==> config.mk <==
export PLATFORM = sky130hd
export DESIGN_NAME = disto_4x4_acc
export DESIGN_NICKNAME = d
export VERILOG_FILES = /design/src/rtl/disto_4x4_acc.sv
export SDC_FILE = /design/constraint.sdc
export NUM_CORES = 1
export LEC_CHECK = 0
export ABC_AREA = 0
export CAP_MARGIN = 25
export CORE_AREA = 2 2 123 125
export CTS_CLUSTER_SIZE = 10
export DETAILED_ROUTE_END_ITERATION = 16
export DIE_AREA = 0 0 125 127
export PLACE_DENSITY = 0.84
export SYNTH_ARGS = -nofsm -noshare
export SYNTH_HDL_FRONTEND = slang
export SYNTH_SLANG_ARGS = --single-unit
==> constraint.sdc <==
create_clock -name clk -period 4.7 [get_ports clk]
set_input_delay 0.94 -clock clk [delete_from_list [all_inputs] [get_ports clk]]
set_output_delay 0.94 -clock clk [all_outputs]
set_load 0.03 [all_outputs]
==> src/rtl/disto_4x4_acc.sv <==
// ---------------------------------------------------------------------------
// disto_4x4_acc
//
// Macroblock distortion accumulator. Each accepted sub-block contributes
// |sum_a - sum_b| >> SHIFT. Contributions are summed over BLOCK_NUM
// sub-blocks, and the total is presented on disto together with a one-cycle
// done pulse.
//
// Optional feature macro: DISTO_TLAMBDA_EN
//   When defined, the tlambda port is present and an extra register stage
//   scales the accumulated value: disto = min((tlambda*acc + 128) >> 8, 2^32-1).
//   This adds one cycle of latency.
//
// Ports
//   clk        in   1   clock, rising edge
//   rst        in   1   synchronous reset, active-high
//   start      in   1   pulse: open a new macroblock (aborts any open one)
//   sum_valid  in   1   pulse: sum_a/sum_b valid (accepted only in ACC)
//   sum_a      in  32   signed weighted sum, source block
//   sum_b      in  32   signed weighted sum, reconstructed block
//   tlambda    in  16   unsigned scale factor (DISTO_TLAMBDA_EN only)
//   busy       out  1   high from the cycle after start until done
//   disto      out 32   macroblock distortion, held until the next done
//   done       out  1   pulse: disto valid
// ---------------------------------------------------------------------------
module disto_4x4_acc #(
   parameter int BLOCK_NUM = 16,
   parameter int SHIFT     = 5
) (
   input  logic               clk,
   input  logic               rst,
   input  logic               start,
   input  logic               sum_valid,
   input  logic signed [31:0] sum_a,
   input  logic signed [31:0] sum_b,
`ifdef DISTO_TLAMBDA_EN
   input  logic [15:0]        tlambda,
`endif
   output logic               busy,
   output logic [31:0]        disto,
   output logic               done
);

   localparam int DATA_W = 32;
   localparam logic [4:0] LAST_CNT = 5'(BLOCK_NUM - 1);

   typedef enum logic [1:0] {
      IDLE  = 2'd0,
      ACC   = 2'd1,
      DRAIN = 2'd2,
      OUT   = 2'd3
   } state_t;

   state_t              state;
   logic [4:0]          cnt;
   logic                accept;
   logic                vld_p1;
   logic [DATA_W-1:0]   d_p1;
   logic [DATA_W-1:0]   acc_p2;

   // |a - b| >> SHIFT, with the difference formed at 33 bits so that the
   // extreme pair (+max, -min) cannot wrap. The magnitude always fits 32 bits.
   function automatic logic [DATA_W-1:0] abs_shift(
      input logic signed [DATA_W-1:0] a,
      input logic signed [DATA_W-1:0] b
   );
      logic signed [DATA_W:0] diff;
      logic [DATA_W-1:0]      mag;
      diff = $signed({a[DATA_W-1], a}) - $signed({b[DATA_W-1], b});
      if (diff[DATA_W])
         mag = DATA_W'(-diff);
      else
         mag = DATA_W'(diff);
      return mag >> SHIFT;
   endfunction

`ifdef DISTO_TLAMBDA_EN
   logic [47:0] prod_p3;

   // Round to nearest on the 8-bit fixed-point scale, then clamp to 32 bits.
   function automatic logic [DATA_W-1:0] round_sat(input logic [47:0] p);
      logic [48:0] r;
      logic [48:0] q;
      r = {1'b0, p} + 49'd128;
      q = r >> 8;
      if (|q[48:DATA_W])
         return '1;
      else
         return q[DATA_W-1:0];
   endfunction
`endif

   // A start in the same cycle always wins, so its coincident valid is dropped.
   assign accept = sum_valid && (state == ACC) && !start;

   // ---- stage 1: absolute difference and shift ----
   always_ff @(posedge clk) begin
      d_p1 <= abs_shift(sum_a, sum_b);
   end

`ifdef DISTO_TLAMBDA_EN
   // ---- stage 3: tlambda scaling ----
   always_ff @(posedge clk) begin
      if (state == DRAIN && !vld_p1)
         prod_p3 <= 48'(tlambda) * 48'(acc_p2);
   end
`endif

   // ---- stage 2: accumulate, plus control FSM and output registers ----
   always_ff @(posedge clk) begin
      if (rst) begin
         state  <= IDLE;
         cnt    <= '0;
         acc_p2 <= '0;
         vld_p1 <= 1'b0;
         busy   <= 1'b0;
         done   <= 1'b0;
         disto  <= '0;
      end else begin
         done   <= 1'b0;
         vld_p1 <= accept;
         if (vld_p1)
            acc_p2 <= acc_p2 + d_p1;

         if (start) begin
            // Abort anything in flight; no done is produced for it.
            state  <= ACC;
            cnt    <= '0;
            acc_p2 <= '0;
            vld_p1 <= 1'b0;
            busy   <= 1'b1;
         end else begin
            case (state)
               IDLE: begin
               end
               ACC: begin
                  if (accept) begin
                     cnt <= cnt + 5'd1;
                     if (cnt == LAST_CNT)
                        state <= DRAIN;
                  end
               end
               DRAIN: begin
                  // Once stage 1 is empty the accumulator holds the final sum.
                  if (!vld_p1) begin
                     state <= OUT;
`ifndef DISTO_TLAMBDA_EN
                     disto <= acc_p2;
                     done  <= 1'b1;
                     busy  <= 1'b0;
`endif
                  end
               end
               OUT: begin
`ifdef DISTO_TLAMBDA_EN
                  disto <= round_sat(prod_p3);
                  done  <= 1'b1;
                  busy  <= 1'b0;
`endif
                  state <= IDLE;
               end
               default: state <= IDLE;
            endcase
         end
      end
   end

endmodule
Word-level counts from Yosys, hierarchy flattened
Cells that the tools add are included.
Widths: inputs -> output; s select.
Storage, ports and cells
  flip-flop bits (word level): 101
  bits of input ports: 68
  output and inout port bits: 34
Operators by class
  add/sub/neg operators: 4
  equal/unequal tests: 11
  muxes and demuxes: 10
  bitwise operators: 3
  reductions and logical operators: 13
Operator list (number)
  $sub 32x32->33: 1
  $add 32x27->32: 1
  $mux 32: 1
  $neg 32->32: 1
  $reduce_and 4->1: 2
  $mux 2: 3
  $ne 2x2->1 const B: 3
  $ne 3x3->1 const B: 2
  $pmux 2 s3: 1
  $add 5x1->5 const B: 1
  $eq 5x4->1 const B: 1
  $mux 1: 5
  $eq 2x2->1 const B: 2
  $reduce_and 2->1: 2
  $reduce_bool 4->1: 1
  $ne 3x2->1 const B: 1
  $not 1->1: 3
  $reduce_and 3->1: 1
  $reduce_bool 3->1: 1
  $reduce_or 3->1: 1
  $eq 2x1->1 const B: 1
  $logic_and 1x1->1: 2
  $ne 2x1->1 const B: 1
  $reduce_bool 2->1: 1
  2 further kinds: 2

Depth between registers and ports, before layout
  depth after elaboration: 6
  depth in mapped cells: 16
  mapped depth without buffers: 14

Worst setup path before layout
OpenSTA, ideal clock, no wires.
  path kind: input -> register
  start point: input sum_b[11]
  end point: register d_p1[18]
  data arrival time: 3680 ps
  required time: 4576 ps
  slack: 896 ps
  stages: 16
  cell sequence: inv_1 > ha_1 > buf_6 > a21o_1 > a211o_1 > a221o_1 > a31o_1 > a311oi_2 > o21ai_1 > a21oi_2 > o21bai_2 > o21a_1 > buf_6 > buf_6 > nor2_1 > xnor2_1
Between the ends
  longest elaborated chain between the ends: 3
Ends and longest elaborated chain
  start: declaration: line 35  | input logic signed [31:0] sum_b,
  $sub 32x32->33 (*): line 69  | diff = $signed({a[DATA_W-1], a}) - $signed({b[DATA_W-1], b});
  $neg 32->32: line 71  | mag = DATA_W'(-diff);
  $mux 32 (*): line 70  | if (diff[DATA_W])
  end signal: assignment: line 98  | d_p1 <= abs_shift(sum_a, sum_b);
  end: declaration: line 58  | logic [DATA_W-1:0] d_p1;
Mark *: on every way between the ends. The rest lies on a longest branch, timed or not.
A chain may end at the register's enable or synchronous reset.

Worst setup path in the final report
  start point: input sum_a[0]
  end point: register d_p1[19]
Between the ends
  longest elaborated chain between the ends: 3
Ends and longest elaborated chain
  start: declaration: line 34  | input logic signed [31:0] sum_a,
  $sub 32x32->33 (*): line 69
  $neg 32->32: line 71
  $mux 32 (*): line 70
Marks and branches as above.

==> results by group <==
Floorplan
  • Die area: 15900 um^2
  • Row count: 44
  • Initial core utilization: 0.495
  • # IOs: 102
  • Area of the core: 14400 um^2
  • Die height: 127 um
  • Die W: 125 um

Synth
  • Async SR Flop Fraction: 0
  • Synth Area in Simple Gates: 0.216
  • Ys Warns: 0
  • EDFF count, synth: 0
  • Main flop type after synthesis: dfxtp_1
  • Cell variety after synth: 77
  • Gate Count Post-Synth: 907
  • Mean Syn Cell Area: 7.87 um^2
  • Synth Area in Adders: 0.112
  • Post-Synth XOR/XNOR Area: 0.0969
  • Mapped Area: 7140 um^2
  • Mux share of post-synthesis cell area: 0.0294
  • Main combinational cell family by area after synthesis: simple AND/OR/NAND/NOR gates
  • Flops & latches, synth: 101
  • Synth Net Count: 1038
  • Sequential share of the synthesized area: 0.283
  • Synth Area in Compound Gates: 0.209

Routing
  • Antenna viol nets, final: 0
  • Residual DRC count: 0
  • Vias: 6521
  • Vias per cell: 5.49
  • DRT iter0 DRCs: 388
  • First drt pass iteration count: 5
  • Final WL: 15.7 mm
  • Routed length per instance: 13.2 um

Job
  • Max-cap viol count: 0

STA
  • Final setup fails: 0
  • Setup TNS: 0 ns
  • Actual slew at the worst max-slew pin: 0.827 ns
  • Slew Viols, Final: 0
  • Minimum clock period: 4.34 ns
  • Final Cycle Share: 0.924
  • Clock skew: 0.00566 ns
  • RSZ-0062 raised after global routing: no
  • Worst setup margin: 0.356 ns
  • Worst slew margin: 0.442
  • Max Fclk: 230 MHz
  • Final hold vios: 0

Clocking
  • CTS root buf: clkbuf_16
  • PostCTS Resize Cnt: 0
  • CTS Buf Count: 9
  • Worst skew pair latency: 0.35 ns
  • Hold_buf cts: 0
  • Setup Buffers After CTS: 0
  • Clk buf depth: 2
  • Htree depth: 3
  • Reg clk slew, reported paths: 0.06 ns
  • CTS sink cnt: 101
  • CTS tree: built

Critical path
  • CP endpoint kind: flip-flop
  • Slack of the worst reg-to-reg path: 1.37 ns
  • WP data required: 4.93 ns
  • Critical path startpoint category: input port
  • Max stage delay on crit path: 0.57 ns
  • Critical Path, Cell by Cell: clkdlybuf4s50_1 > inv_1 > ha_1 > fa_1 > nor2b_1 > o22ai_1 > xnor2_1 > nor4b_4 > nand2_1 > nor4_2 > nand4_1 > nor4b_1 > a21oi_1 > xor2_1
  • Worst path slowest cell: nor4b_1
  • R2R cell count: 14
  • Critical path arrival: 4.58 ns
  • Crit-path max FO: 4
  • R2R Path Start: acc_p2[0]
  • Worst setup path class: input port to flip-flop
  • Reg-to-reg endpoint: acc_p2[24]

Hold path
  • Worst hold path type: flip-flop to flip-flop
  • Hold Path Depth: 2
  • Hold path startpoint: disto[30]
  • WHS Endpoint: disto[30]

Cells and area
  • Layout area overhead: 21.7%
  • Most frequent cells in the layout: nand2_1, dfxtp_1, clkdlybuf4s50_1
  • Share of layout cells above drive strength 1: 0.0687
  • Antenna diodes: 0
  • Finished Cell Area: 8690 um^2
  • Most common cell after layout, fill and taps aside: nand2_1
  • Fin nets: 1130

Global route
  • Total grt overflow: 0
  • First-pass GRT wire length: 27.2 mm
  • Tot GR Track Use: 0.200
  • Number of global-route vias before repair: 6086
  • Largest net degree at the start of global routing: 40
  • Initial antenna violation count: 0

Run status
  • Status: finished clean

Place
  • IO Port Bufs: 101
  • Pre-CTS WS: 0.0291 ns
  • DP Wirelength: 12.2 mm
  • Final RePlAce weighted congestion: 0.915
  • Post-DP Area: 8340 um^2

Power
  • Max VDD drop: 176 uV
  • Leakage: 3.58 nW
  • Power, Total: 2.62 mW
  • Pwr/cell area: 301 nW/um^2
## cell type report
cell class,instances,area (um^2)
Fill cell,1268,5740
Multi-Input combinational cell,712,4750
Sequential cell,101,2020
Timing Repair Buffer,118,1160
Tap cell,184,230
Clock buffer,9,225
Inverter,57,214
Clock inverter,7,90.1
## per-layer routing
| layer | vias to the layer above | GRT usage | share of wire |
|---|---|---|---|
| li1 | 3361 | - | - |
| met1 | 2985 | 0.274 | 0.47 |
| met2 | 155 | 0.330 | 0.46 |
| met3 | 20 | 0.0201 | 0.044 |
| met4 | 0 | 0.0745 | 0.020 |
| met5 | - | 0 | 0 |
## per-stage QoR
stage,utilization,hold slack (ns),std cells
after global routing,0.602,0.478,1188
final,0.602,0.450,1188
after floorplan,-,0.444,907
after global placement,0.579,0.442,1171
after CTS,0.600,0.456,1187
after detailed placement,0.579,0.447,1171
## critical path, delay by kind of cell
kind	cells	cell delay [ns]
buffers and inverters	2	0.49
adders and majority gates	2	0.63
and+or+nand+nor	6	1.82
xor gates and xnor gates	2	0.37
AOI/OAI and AO/OA	2	0.32
## worst max-delay path by stage
stage               startpoint  cells after the start  slack [ns]  endpoint
finish                sum_a[0]                     14        0.36  d_p1[19]
global route          sum_b[5]                     14        0.03  d_p1[20]
CTS                   sum_b[5]                     15        0.37  d_p1[26]
detailed placement    sum_b[9]                     15        0.03  d_p1[26]
global placement      sum_b[9]                     15        0.11  d_p1[26]
floorplan            sum_b[11]                     16        0.90  d_p1[18]
## cells by family after synthesis
kind of cell | after synthesis
buf+inv | 94
simple gates | 319
fa+ha+maj | 63
mux | 21
xor+xnor | 79
compound gates | 230
flops | 101
## power by group
group	switching, mW	leakage, nW	internal [mW]
registers	0.0444	0.825	0.947
clock network	0.315	0.151	0.463
logic	0.455	2.60	0.391
total	0.814	3.58	1.80
## sequential cells by signal (all words and copies together), names as in the netlist
name and count:
busy 1, vld_p1 1, d_p1 27, disto 32, done 1, acc_p2 32
state 2, cnt 5
## cells in the mapped netlist (all sizes together) (6+ instances only)
cell type	count	area [um^2]
a211oi	10	80.1
a21boi	6	48.8
a21o	21	159
a21oi	87	447
a31oi	10	62.6
and2	7	45.1
and3	13	83.8
buf	6	46.3
clkbuf	31	116
dfxtp	101	2020
ha	61	763
inv	57	214
mux2i	21	210
nand2	116	435
nand2b	12	75.1
nand3	25	125
nand4	7	43.8
nor2	81	324
nor2b	9	56.3
nor3	14	70.1
o211ai	8	60.1
o21a	10	75.1
o21ai	36	184
o21bai	7	56.3
or2	6	37.5
xnor2	52	455
xor2	27	236
Power figures use the tool's default switching activity.
